--- src/rtl/cfg_ro_pkg.sv ---
// cfg_ro_pkg: shared constants for the read-only
// config image loader (magic, word offsets, status, states).
package cfg_ro_pkg;

  localparam logic [15:0] IMG_MAGIC = 16'h4F43;

  localparam logic [7:0] W0 = 8'd0;
  localparam logic [7:0] W1 = 8'd1;
  localparam logic [7:0] W2 = 8'd2;
  localparam logic [7:0] W3 = 8'd3;
  localparam logic [7:0] W4 = 8'd4;
  localparam logic [7:0] W5 = 8'd5;
  localparam logic [7:0] W6 = 8'd6;
  localparam logic [7:0] W7 = 8'd7;

  localparam logic [2:0] ST_OK      = 3'd0;
  localparam logic [2:0] ST_MAGIC   = 3'd1;
  localparam logic [2:0] ST_AFU_CNT = 3'd2;
  localparam logic [2:0] ST_CSUM    = 3'd3;
  localparam logic [2:0] ST_TIMEOUT = 3'd4;
  localparam logic [2:0] ST_IMG_ERR = 3'd5;
  localparam logic [2:0] ST_BAR     = 3'd6;
  localparam logic [2:0] ST_BUSY    = 3'd7;

  typedef enum logic [2:0] {
    S_FETCH  = 3'd0,
    S_CHECK  = 3'd1,
    S_COMMIT = 3'd2,
    S_DONE   = 3'd3,
    S_FAIL   = 3'd4
  } state_e;

endpackage

--- src/rtl/cfg_ro_img_fetch.sv ---
// cfg_ro_img_fetch: walks the image word by word,
// owns the request/address and the per-word timeout.
module cfg_ro_img_fetch
  import cfg_ro_pkg::*;
#(
  parameter int NW      = 9,
  parameter int TIMEOUT = 1024
) (
  input  logic       clk,
  input  logic       rst_n,
  input  logic       active,
  input  logic       abort,
  input  logic       img_valid,
  input  logic       img_err,
  output logic       img_req,
  output logic [7:0] img_addr,
  output logic       acc,
  output logic       err_stb,
  output logic       tmo_stb,
  output logic       last
);

  localparam logic [15:0] TMO_LAST = 16'(TIMEOUT - 1);
  localparam logic [7:0]  ADDR_END = 8'(NW - 1);

  logic [15:0] cnt;

  assign err_stb = img_req && img_err;
  assign acc     = img_req && img_valid && !img_err;
  assign tmo_stb = img_req && !img_valid && !img_err
                && (cnt == TMO_LAST);
  assign last    = acc && (img_addr == ADDR_END);

  // request/address sequencing and per-word stall counter
  always_ff @(posedge clk or negedge rst_n) begin
    if (!rst_n) begin
      img_req  <= 1'b0;
      img_addr <= '0;
      cnt      <= '0;
    end else if (!active || abort || err_stb
                 || tmo_stb || last) begin
      img_req  <= 1'b0;
      img_addr <= '0;
      cnt      <= '0;
    end else begin
      img_req <= 1'b1;
      if (acc) begin
        img_addr <= img_addr + 8'd1;
        cnt      <= '0;
      end else if (img_req) begin
        cnt <= cnt + 16'd1;
      end
    end
  end

endmodule

--- src/rtl/cfg_ro_image_loader.sv ---
// cfg_ro_image_loader: fetches, validates and atomically
// commits the card image onto the func0/func1 RO fields.
module cfg_ro_image_loader
  import cfg_ro_pkg::*;
#(
  parameter int          NUM_AFU         = 1,
  parameter int          TIMEOUT         = 1024,
  parameter logic [15:0] DFLT_SUBSYS_ID  = 16'h060F,
  parameter logic [15:0] DFLT_SUBSYS_VID = 16'h1014,
  parameter logic [63:0] DFLT_DSN        = 64'hDEAD_DEAD_DEAD_DEAD,
  parameter logic [63:0] DFLT_BAR0_SIZE  = 64'hFFFF_FFFF_FC00_0000,
  parameter logic [4:0]  DFLT_PASID_W    = 5'b01001,
  parameter logic [11:0] DFLT_ACTAG_LEN  = 12'h020
) (
  input  logic                    clock,
  input  logic                    reset_n,
  output logic                    img_req,
  output logic [7:0]              img_addr,
  input  logic                    img_valid,
  input  logic [31:0]             img_data,
  input  logic                    img_err,
  input  logic                    reload,
  output logic [15:0]             f0_ro_csh_subsystem_id,
  output logic [15:0]             f0_ro_csh_subsystem_vendor_id,
  output logic [63:0]             f0_ro_dsn_serial_number,
  output logic [15:0]             f1_ro_csh_subsystem_id,
  output logic [15:0]             f1_ro_csh_subsystem_vendor_id,
  output logic [63:0]             f1_ro_csh_mmio_bar0_size,
  output logic [4:0]              f1_ro_pasid_max_pasid_width,
  output logic [4:0]              f1_ro_ofunc_max_afu_index,
  output logic [5*NUM_AFU-1:0]    f1_ro_octrl_pasid_len_supported,
  output logic [12*NUM_AFU-1:0]   f1_ro_octrl_actag_len_supported,
  output logic                    cfg_ro_valid,
  output logic                    cfg_ro_src,
  output logic [2:0]              cfg_ro_status
);

  localparam int NW = 8 + NUM_AFU;

  state_e state;

  logic acc;
  logic err_stb;
  logic tmo_stb;
  logic last;
  logic abort;
  logic w0_bad_magic;
  logic w0_bad_cnt;
  logic fetch_fail;
  logic chk_fail;
  logic [2:0] fail_code;
  logic [2:0] chk_code;

  logic [31:0]           csum;
  logic [15:0]           sh_sid;
  logic [15:0]           sh_vid;
  logic [63:0]           sh_dsn;
  logic [63:0]           sh_bar;
  logic [4:0]            sh_pw;
  logic [5*NUM_AFU-1:0]  sh_pl;
  logic [12*NUM_AFU-1:0] sh_al;

  assign w0_bad_magic = img_data[31:16] != IMG_MAGIC;
  assign w0_bad_cnt   = img_data[7:0] != 8'(NUM_AFU);
  assign abort = acc && (img_addr == W0)
              && (w0_bad_magic || w0_bad_cnt);

  cfg_ro_img_fetch #(
    .NW      (NW),
    .TIMEOUT (TIMEOUT)
  ) u_fetch (
    .clk       (clock),
    .rst_n     (reset_n),
    .active    (state == S_FETCH),
    .abort     (abort),
    .img_valid (img_valid),
    .img_err   (img_err),
    .img_req   (img_req),
    .img_addr  (img_addr),
    .acc       (acc),
    .err_stb   (err_stb),
    .tmo_stb   (tmo_stb),
    .last      (last)
  );

  assign fetch_fail = err_stb || tmo_stb || abort;

  // failure code while fetching; error beats valid
  always_comb begin
    fail_code = ST_BUSY;
    unique case (1'b1)
      err_stb: fail_code = ST_IMG_ERR;
      tmo_stb: fail_code = ST_TIMEOUT;
      abort:   fail_code = w0_bad_magic ? ST_MAGIC
                                        : ST_AFU_CNT;
      default: fail_code = ST_BUSY;
    endcase
  end

  assign chk_fail = (csum != 32'd0)
                 || (sh_bar[19:0] != 20'd0);
  assign chk_code = (csum != 32'd0) ? ST_CSUM : ST_BAR;

  // stage accepted words into the shadow image
  always_ff @(posedge clock or negedge reset_n) begin
    if (!reset_n) begin
      sh_sid <= '0;
      sh_vid <= '0;
      sh_dsn <= '0;
      sh_bar <= '0;
      sh_pw  <= '0;
      sh_pl  <= '0;
      sh_al  <= '0;
    end else if (acc) begin
      if (img_addr == W1) begin
        sh_sid <= img_data[31:16];
        sh_vid <= img_data[15:0];
      end
      if (img_addr == W2) sh_dsn[31:0]  <= img_data;
      if (img_addr == W3) sh_dsn[63:32] <= img_data;
      if (img_addr == W4) sh_bar[31:0]  <= img_data;
      if (img_addr == W5) sh_bar[63:32] <= img_data;
      if (img_addr == W6) sh_pw <= img_data[4:0];
      for (int n = 0; n < NUM_AFU; n++) begin
        if (img_addr == W7 + 8'(n)) begin
          sh_pl[5*n +: 5]   <= img_data[16:12];
          sh_al[12*n +: 12] <= img_data[11:0];
        end
      end
    end
  end

  // running image sum, cleared before each new fetch
  always_ff @(posedge clock or negedge reset_n) begin
    if (!reset_n) begin
      csum <= '0;
    end else if (state == S_DONE || state == S_FAIL) begin
      csum <= '0;
    end else if (acc) begin
      csum <= csum + img_data;
    end
  end

  // load sequencer and committed output registers
  always_ff @(posedge clock or negedge reset_n) begin
    if (!reset_n) begin
      state         <= S_FETCH;
      cfg_ro_valid  <= 1'b0;
      cfg_ro_src    <= 1'b0;
      cfg_ro_status <= ST_BUSY;
      f0_ro_csh_subsystem_id          <= DFLT_SUBSYS_ID;
      f0_ro_csh_subsystem_vendor_id   <= DFLT_SUBSYS_VID;
      f0_ro_dsn_serial_number         <= DFLT_DSN;
      f1_ro_csh_mmio_bar0_size        <= DFLT_BAR0_SIZE;
      f1_ro_pasid_max_pasid_width     <= DFLT_PASID_W;
      f1_ro_octrl_pasid_len_supported <= {NUM_AFU{DFLT_PASID_W}};
      f1_ro_octrl_actag_len_supported <= {NUM_AFU{DFLT_ACTAG_LEN}};
    end else begin
      unique case (state)
        S_FETCH: begin
          if (fetch_fail) begin
            state         <= S_FAIL;
            cfg_ro_valid  <= 1'b1;
            cfg_ro_status <= fail_code;
          end else if (last) begin
            state <= S_CHECK;
          end
        end
        S_CHECK: begin
          if (chk_fail) begin
            state         <= S_FAIL;
            cfg_ro_valid  <= 1'b1;
            cfg_ro_status <= chk_code;
          end else begin
            state <= S_COMMIT;
          end
        end
        S_COMMIT: begin
          state         <= S_DONE;
          cfg_ro_valid  <= 1'b1;
          cfg_ro_src    <= 1'b1;
          cfg_ro_status <= ST_OK;
          f0_ro_csh_subsystem_id          <= sh_sid;
          f0_ro_csh_subsystem_vendor_id   <= sh_vid;
          f0_ro_dsn_serial_number         <= sh_dsn;
          f1_ro_csh_mmio_bar0_size        <= sh_bar;
          f1_ro_pasid_max_pasid_width     <= sh_pw;
          f1_ro_octrl_pasid_len_supported <= sh_pl;
          f1_ro_octrl_actag_len_supported <= sh_al;
        end
        S_DONE, S_FAIL: begin
          if (reload) begin
            state        <= S_FETCH;
            cfg_ro_valid <= 1'b0;
          end
        end
        default: state <= S_FETCH;
      endcase
    end
  end

  assign f1_ro_csh_subsystem_id        = f0_ro_csh_subsystem_id;
  assign f1_ro_csh_subsystem_vendor_id = f0_ro_csh_subsystem_vendor_id;
  assign f1_ro_ofunc_max_afu_index     = 5'(NUM_AFU - 1);

endmodule

--- config.mk ---
export PLATFORM = sky130hd
export DESIGN_NAME = cfg_ro_image_loader
export DESIGN_NICKNAME = d
export VERILOG_FILES = /design/src/rtl/cfg_ro_pkg.sv /design/src/rtl/cfg_ro_img_fetch.sv /design/src/rtl/cfg_ro_image_loader.sv
export SDC_FILE = /design/constraint.sdc
export NUM_CORES = 1
export LEC_CHECK = 0
export CORE_MARGIN = 4
export CORE_UTILIZATION = 50
export DETAILED_ROUTE_END_ITERATION = 6
export GPL_TIMING_DRIVEN = 0
export PLACE_DENSITY = 0.74
export SLEW_MARGIN = 15
export SYNTH_ARGS = -nofsm -noshare
export SYNTH_HDL_FRONTEND = slang
export SYNTH_SLANG_ARGS = --single-unit
--- constraint.sdc ---
create_clock -name clock -period 2.95 [get_ports clock]
set_input_delay 0.59 -clock clock [delete_from_list [all_inputs] [get_ports clock]]
set_output_delay 0.59 -clock clock [all_outputs]
set_load 0.01 [all_outputs]
==> results of run 1 <==
final cells by class:
type,count,area [µm²],area share [%]
Tap cell,468,586,2.48
Timing Repair Buffer,270,2790,11.9
Multi-Input combinational cell,842,7270,30.8
Clock buffer,71,1360,5.75
Sequential cell,429,10900,46.1
Buffer,89,488,2.07
Inverter,12,50.0,0.212
Clock inverter,13,171,0.727
worst max-delay path: cells and delay by family (launching register included):
family        cells  cell delay [ns]
buf+inv           2             0.60
flops             1             0.35
mux               1             0.30
simple gates      5             1.49
stage by stage:
step | area (µm²) | util [%] | TNS (ns)
after global routing | 23600 | 64.5 | -0.119
after floorplan | 18500 | - | 0
after detailed placement | 21800 | 59.7 | -75.07
final | 23600 | 64.5 | 0
after CTS | 23400 | 64.1 | 0
after global placement | 21700 | 59.4 | -6767.81
repair_timing:
item,CTS,global route
endpoints found under the setup margin,62,51
pin swaps,2,4
setup buffers,1,0
hold endpoints to repair,4,0
hold buffers,1,0
resized for setup,30,49
layout by cell type (no fill, tap or decap), types with 5 or more instances in the layout:
| cell | instances |
|---|---|
| conb_1 | 5 |
| nor2_1 | 47 |
| nand3_1 | 22 |
| ha_4 | 6 |
| nand2_1 | 95 |
| nor4_1 | 16 |
| o21a_1 | 6 |
| and3_1 | 9 |
| buf_1 | 10 |
| dfrtp_1 | 330 |
| inv_1 | 11 |
| xor2_1 | 23 |
| buf_4 | 38 |
| ha_1 | 28 |
| nand2b_1 | 9 |
| nor3b_1 | 5 |
| clkbuf_2 | 6 |
| mux2_2 | 358 |
| a21oi_1 | 54 |
| nor3_1 | 10 |
| clkinv_2 | 7 |
| clkbuf_8 | 9 |
| dfstp_2 | 99 |
| xnor2_1 | 21 |
| clkdlybuf4s50_1 | 234 |
| o21ai_0 | 28 |
| nand4_1 | 9 |
| a21o_1 | 9 |
| clkbuf_1 | 49 |
| dlymetal6s2s_1 | 17 |
| dlygate4sd2_1 | 8 |
| clkbuf_16 | 47 |
power groups by stage:
stage	Sequential (W)	Clock (W)	Combinational, W
global route	0.00640	0.00618	0.00229
global placement	0.00645	0	0.00192
detailed placement	0.00646	0	0.00197
CTS	0.00636	0.00592	0.00201
floorplan	0.00642	0	0.00129
finish	0.00637	0.00579	0.00208
kinds of logic after synthesis:
logic type | count (synthesis) | synth area share, %
fa+ha+maj | 37 | 2.55
mux | 362 | 22.1
buf+inv | 101 | 2.83
compound gates | 143 | 5.07
simple gates | 251 | 6.57
flops | 429 | 58.8
xor+xnor | 44 | 2.09
other cells | 1 | 0.0203
per-layer routing:
layer,share of wire [%],GRT usage [%],up-vias
met3,4.3,4.01,64
met4,1.9,5.41,2
li1,-,-,5462
met1,43,29.9,6253
met5,0.015,0,-
met2,51,39.8,282
flip-flops by register name, indices dropped and copies added (netlist names), 8 cells and up:
register / flops
u_fetch.cnt: 16
f0_ro_csh_subsystem_id: 16
sh_al: 12
sh_bar: 64
u_fetch.img_addr: 8
sh_sid: 16
f1_ro_csh_mmio_bar0_size: 64
f0_ro_csh_subsystem_vendor_id: 16
f0_ro_dsn_serial_number: 64
sh_dsn: 64
csum: 32
sh_vid: 16
f1_ro_octrl_actag_len_supported: 12
synthesized netlist by cell type (3+ instances only):
cell	n	share of area (%)
o21ai_0	30	0.81
nor4_1	18	0.61
nor2_1	48	0.98
nand2b_1	10	0.34
or3_1	4	0.14
and3_1	9	0.30
o211ai_1	3	0.12
dfrtp_1	330	45
and4_1	3	0.14
nand2_1	95	1.9
nor3_1	11	0.30
a21o_1	9	0.37
ha_1	36	2.4
a21oi_1	56	1.5
or2_2	4	0.14
o21bai_1	4	0.16
xnor2_1	21	1.0
buf_1	11	0.22
nand4_1	9	0.30
a31oi_1	3	0.10
dfstp_2	99	14
mux2_2	358	22
o21a_1	7	0.28
buf_2	3	0.081
clkbuf_1	38	0.77
buf_4	37	1.5
nor3b_1	5	0.20
a211oi_1	4	0.16
nand3_1	23	0.62
xor2_1	23	1.1
inv_1	11	0.22
worst paths after layout:
path | cells after the start | slack (ns) | start | end
min in group asynchronous | 2 | 0.59 | reset_n | sh_bar[41]
hold reg to reg | 2 | 0.48 | sh_dsn[33] | sh_dsn[33]
hold / removal | 2 | 0.48 | sh_dsn[33] | sh_dsn[33]
max in group asynchronous | 5 | 0.57 | reset_n | f0_ro_csh_subsystem_id[10]
setup / recovery | 8 | 0.09 | u_fetch.img_req | sh_al[10]
setup reg to reg | 8 | 0.09 | u_fetch.img_req | sh_al[10]
==> impl_results.md, run 1 <==
* Outcome: complete, no violations
* IO Count at 270
* Core Region at 36500 µm²
* Die W at 200 µm
* Setup ws final at 0.0941 ns
* Clock skew at 0.0163 ns
* Sequential share of power at 44.8%
* Slowest cell on the critical path: nand2_1
* Synth warn at 0
* Power Total at 0.0142 W
* CP arrival at 3.29 ns
* NetSw at 0.00373 W
* Setup crit end kind: register
* Input/output buffers at 264
* Max IR drop VDD at 0.550 mV
* Sink Count at 429
* Fin nets at 1763
* H-tree depth at 2
* Clock Power Share at 40.7%
* Number of DRC markers in iteration 0 at 635
* Cell chain of the critical path: buf_2 -> nand2_1 -> nor2_2 -> nand2_1 -> nor3_1 -> nand2_1 -> buf_2 -> mux2_2
* TritonCTS clock tree: done
* WL final at 46400 µm
* Seq/Total Area, Yosys at 58.8%
* Cell Area, Synth at 18500 µm²
* P per Cell Area at 604 nW/µm²
* Via Count at 12100
* Fillers at 2713
* Final hold vios at 0
* Internal Pwr Total at 0.0105 W
* Vert. Die Dim at 200 µm
* Initial antenna violation count at 1
* Ys async rst share at 100%
* Syn avg cell area at 13.5 µm²
* Total track usage at 22.8%
* DRC at 0
* Max transition margin at 34.2%
* Unrepaired setup endpoints after global routing: yes
* Seq cells post-synth at 429
* Drt wl/cell at 21.1 µm
* Sw Share at 26.2%
* Starting Density at 50.6%
* Top_reg_cell synth: dfrtp_1
* Setup crit start kind: register
* Synth Instances at 1368
* Leakage power at 11.1 nW
* Critical Path Max Stage Delay at 0.55 ns
* Number of flops mapped to enable cells by yosys at 0
* Antenna viol nets, final at 0
* Cts bufs inserted at 45
* Final min period at 2.86 ns
* Layout cell share with drive strength beyond 1 at 35.9%
* Fin cells at 2194
* Die area at 40100 µm²
* Maximum fanout along the worst path at 10
* Via-to-Cell Ratio at 5.50
* CTS Buffer Depth at 3
* Fin. max-slew vios at 0
* Post-DP HPWL at 32200 µm
* Area grow syn2layout at 27.7%
* # rows at 70
* Worst endpoint required time at 3.38 ns
* First-pass GRT wire length at 73400 µm
* Setup WS pre-CTS at -1.12 ns
* CP Class: reg2reg
* Final number of setup-violating endpoints at 0
* Worst Hold Margin at 0.477 ns
* Clock transition at path regs at 0.06 ns
* Clk Latency, worst-skew pair at 0.55 ns
* Worst min-delay path class: reg2reg
* CTS Root Cell: clkbuf_16
* Number of global-route vias before repair at 12600
* Tcrit/Tclk final at 96.8%
* Yosys cell types at 69
* Comb power frac at 14.6%
* Placed Cells at 2108
* CP dominant cell by count: nand2_1
* Largest net degree at the start of global routing at 104
* Antenna diode count at 0
* Max cap viols at 0
* GRT overflow at 0
* Fmax at 350 MHz
* Worst-margin pin slew at 0.988 ns
* Routability cong. at 0.887
* DRT Pass-1 Iters at 5
Note: power is estimated with default switching activity, not from simulation.
==> run 2, diff against run 1 <==
- SKIP_LAST_GASP: not set -> 1
- clock period: 2.95 -> 3.15 ns (I/O delays scaled with it)
==> run 2 against run 1 <==
Against the previous run:
- non-clock buffer count fell by 1
- maximum frequency fell by 5.6%
- first-iteration DRC count is 0.63% higher
- cell area decreased by 0.58%
- highest routed layer unchanged
==> impl_results.md, run 2 (synthesized netlist as in run 1, its figures left out) <==
* Outcome: complete, no violations
* Clk Latency, worst-skew pair at 0.55 ns
* IO Count at 270
* Die area at 40100 µm²
* Clock transition at path regs at 0.06 ns
* Post-DP HPWL at 32200 µm
* Core Region at 36500 µm²
* CTS Root Cell: clkbuf_16
* Most frequent cells in the layout: mux2_2, dfrtp_1, clkdlybuf4s50_1, dfstp_2, nand2_1
* Final min period at 3.03 ns
* TritonCTS clock tree: done
* Reg-to-Reg End: f0_ro_dsn_serial_number[61]
* Via Count at 12000
* Initial antenna violation count at 1
* Final number of setup-violating endpoints at 0
* M1 GR Usage at 29.9%
* Fmax at 331 MHz
* Worst Hold Margin at 0.0319 ns
* Cell chain of the critical path: clkbuf_1 -> nor3b_1 -> clkbuf_1 -> clkbuf_1 -> mux2_2
* CP Class: reg2reg
* Antenna diode count at 0
* Setup crit start kind: register
* Grt peak-use layer: met2
* Fin cells at 2193
* Drt wl/cell at 21.0 µm
* Setup crit end kind: register
* Input/output buffers at 264
* Largest net degree at the start of global routing at 104
* Cts bufs inserted at 45
* Worst-margin pin slew at 1.01 ns
* Antenna viol nets, final at 0
* Die W at 200 µm
* Max cap viols at 0
* Number of DRC markers in iteration 0 at 639
* Sink Count at 429
* P per Cell Area at 567 nW/µm²
* Reg2reg setup slack at 0.12 ns
* Worst endpoint required time at 3.57 ns
* GRT overflow at 0
* Cell area after layout at 23400 µm²
* Area grow syn2layout at 27.0%
* Max IR drop VDD at 0.515 mV
* M3 GR Usage at 3.93%
* # rows at 70
* Placed Cells at 2108
* Total track usage at 22.7%
* Register area at 10900 µm²
* Vert. Die Dim at 200 µm
* Reg2reg start: state[0]
* Slowest cell on the critical path: clkbuf_1
* Max transition margin at 32.4%
* H-tree depth at 2
* Setup Total Neg Slack at 0 ns
* CP arrival at 3.45 ns
* DRC at 0
* CP dominant cell by count: clkbuf_1
* Tcrit/Tclk final at 96.0%
* WL final at 46100 µm
* R2r worst-path depth at 5
* Via-to-Cell Ratio at 5.48
* Routability cong. at 0.887
* DRT Pass-1 Iters at 5
* Critical Path Max Stage Delay at 0.79 ns
* Number of global-route vias before repair at 12600
* Fillers at 2721
* Area after DPL at 21800 µm²
* Layout cell share with drive strength beyond 1 at 34.9%
* M2 GR Usage at 39.8%
* Commonest non-fill, non-tap cell in the layout: mux2_2
* Leakage power at 11.0 nW
* CTS Buffer Depth at 3
* First-pass GRT wire length at 73300 µm
* Fin. max-slew vios at 0
* Final hold vios at 0
* Worst min-delay path class: in2async
* Clock skew at 0.0182 ns
* Fin util at 64.2%
* Fin nets at 1762
* Area of the multi-input gates at 7170 µm²
* Unrepaired setup endpoints after global routing: no
* Starting Density at 50.6%
* Maximum fanout along the worst path at 10
run 2: how the worst max path moves through the flow:
stage / cells after the start / end / slack [ns] / from
5_1_grt: 11 / csum[30] / 0.005 / img_data[16]
2_1_floorplan: 11 / csum[30] / 0.39 / img_data[1]
4_1_cts: 13 / csum[30] / -0.01 / img_data[0]
6_report: 5 / f0_ro_dsn_serial_number[61] / 0.12 / state[0]
3_5_place_dp: 12 / csum[30] / -0.96 / img_data[1]
3_3_place_gp: 1 / sh_sid[10] / -16.81 / reset_n
run 2: area by class of cell:
type / count / share of cell area, %
tap: 468 / 2.50
clock inverter: 13 / 0.731
sequential: 429 / 46.3
multi-input combinational: 842 / 30.6
timing repair buffer: 269 / 11.8
buffer: 89 / 2.03
inverter: 12 / 0.214
clock buffer: 71 / 5.79
run 2: worst max-delay path, delay by kind of cell (launching register included):
kind	cells	cell delay, ns
buf+inv	3	1.75
flops	1	0.36
mux	1	0.42
simple gates	1	0.37
run 2: per-stage QoR:
stage / power, W / setup slack [ns]
after floorplan: 0.00721 / 0.385
after global placement: 0.00784 / -16.81
after detailed placement: 0.00789 / -0.962
after CTS: 0.0134 / -0.0103
after global routing: 0.0139 / 0.00531
final: 0.0133 / 0.125
run 2: routing by layer:
layer | part of all wire, % | wire length, µm | vias to the layer above
met5 | 0.015 | 7 | -
met4 | 1.9 | 866 | 2
met2 | 51 | 23500 | 257
li1 | - | - | 5472
met3 | 4.1 | 1890 | 59
met1 | 43 | 19800 | 6223
run 2: what timing repair did:
item	4_1_cts	5_1_grt
endpoints found under the setup margin	12	37
pin swaps	2	0
hold buffers	0	0
gates resized for setup	12	23
setup buffers	1	0
run 2: where the power goes:
part	switching (W)	internal, W
Clock	0.00215	0.00329
Sequential	0.000182	0.00578
Combinational	0.00115	0.000746
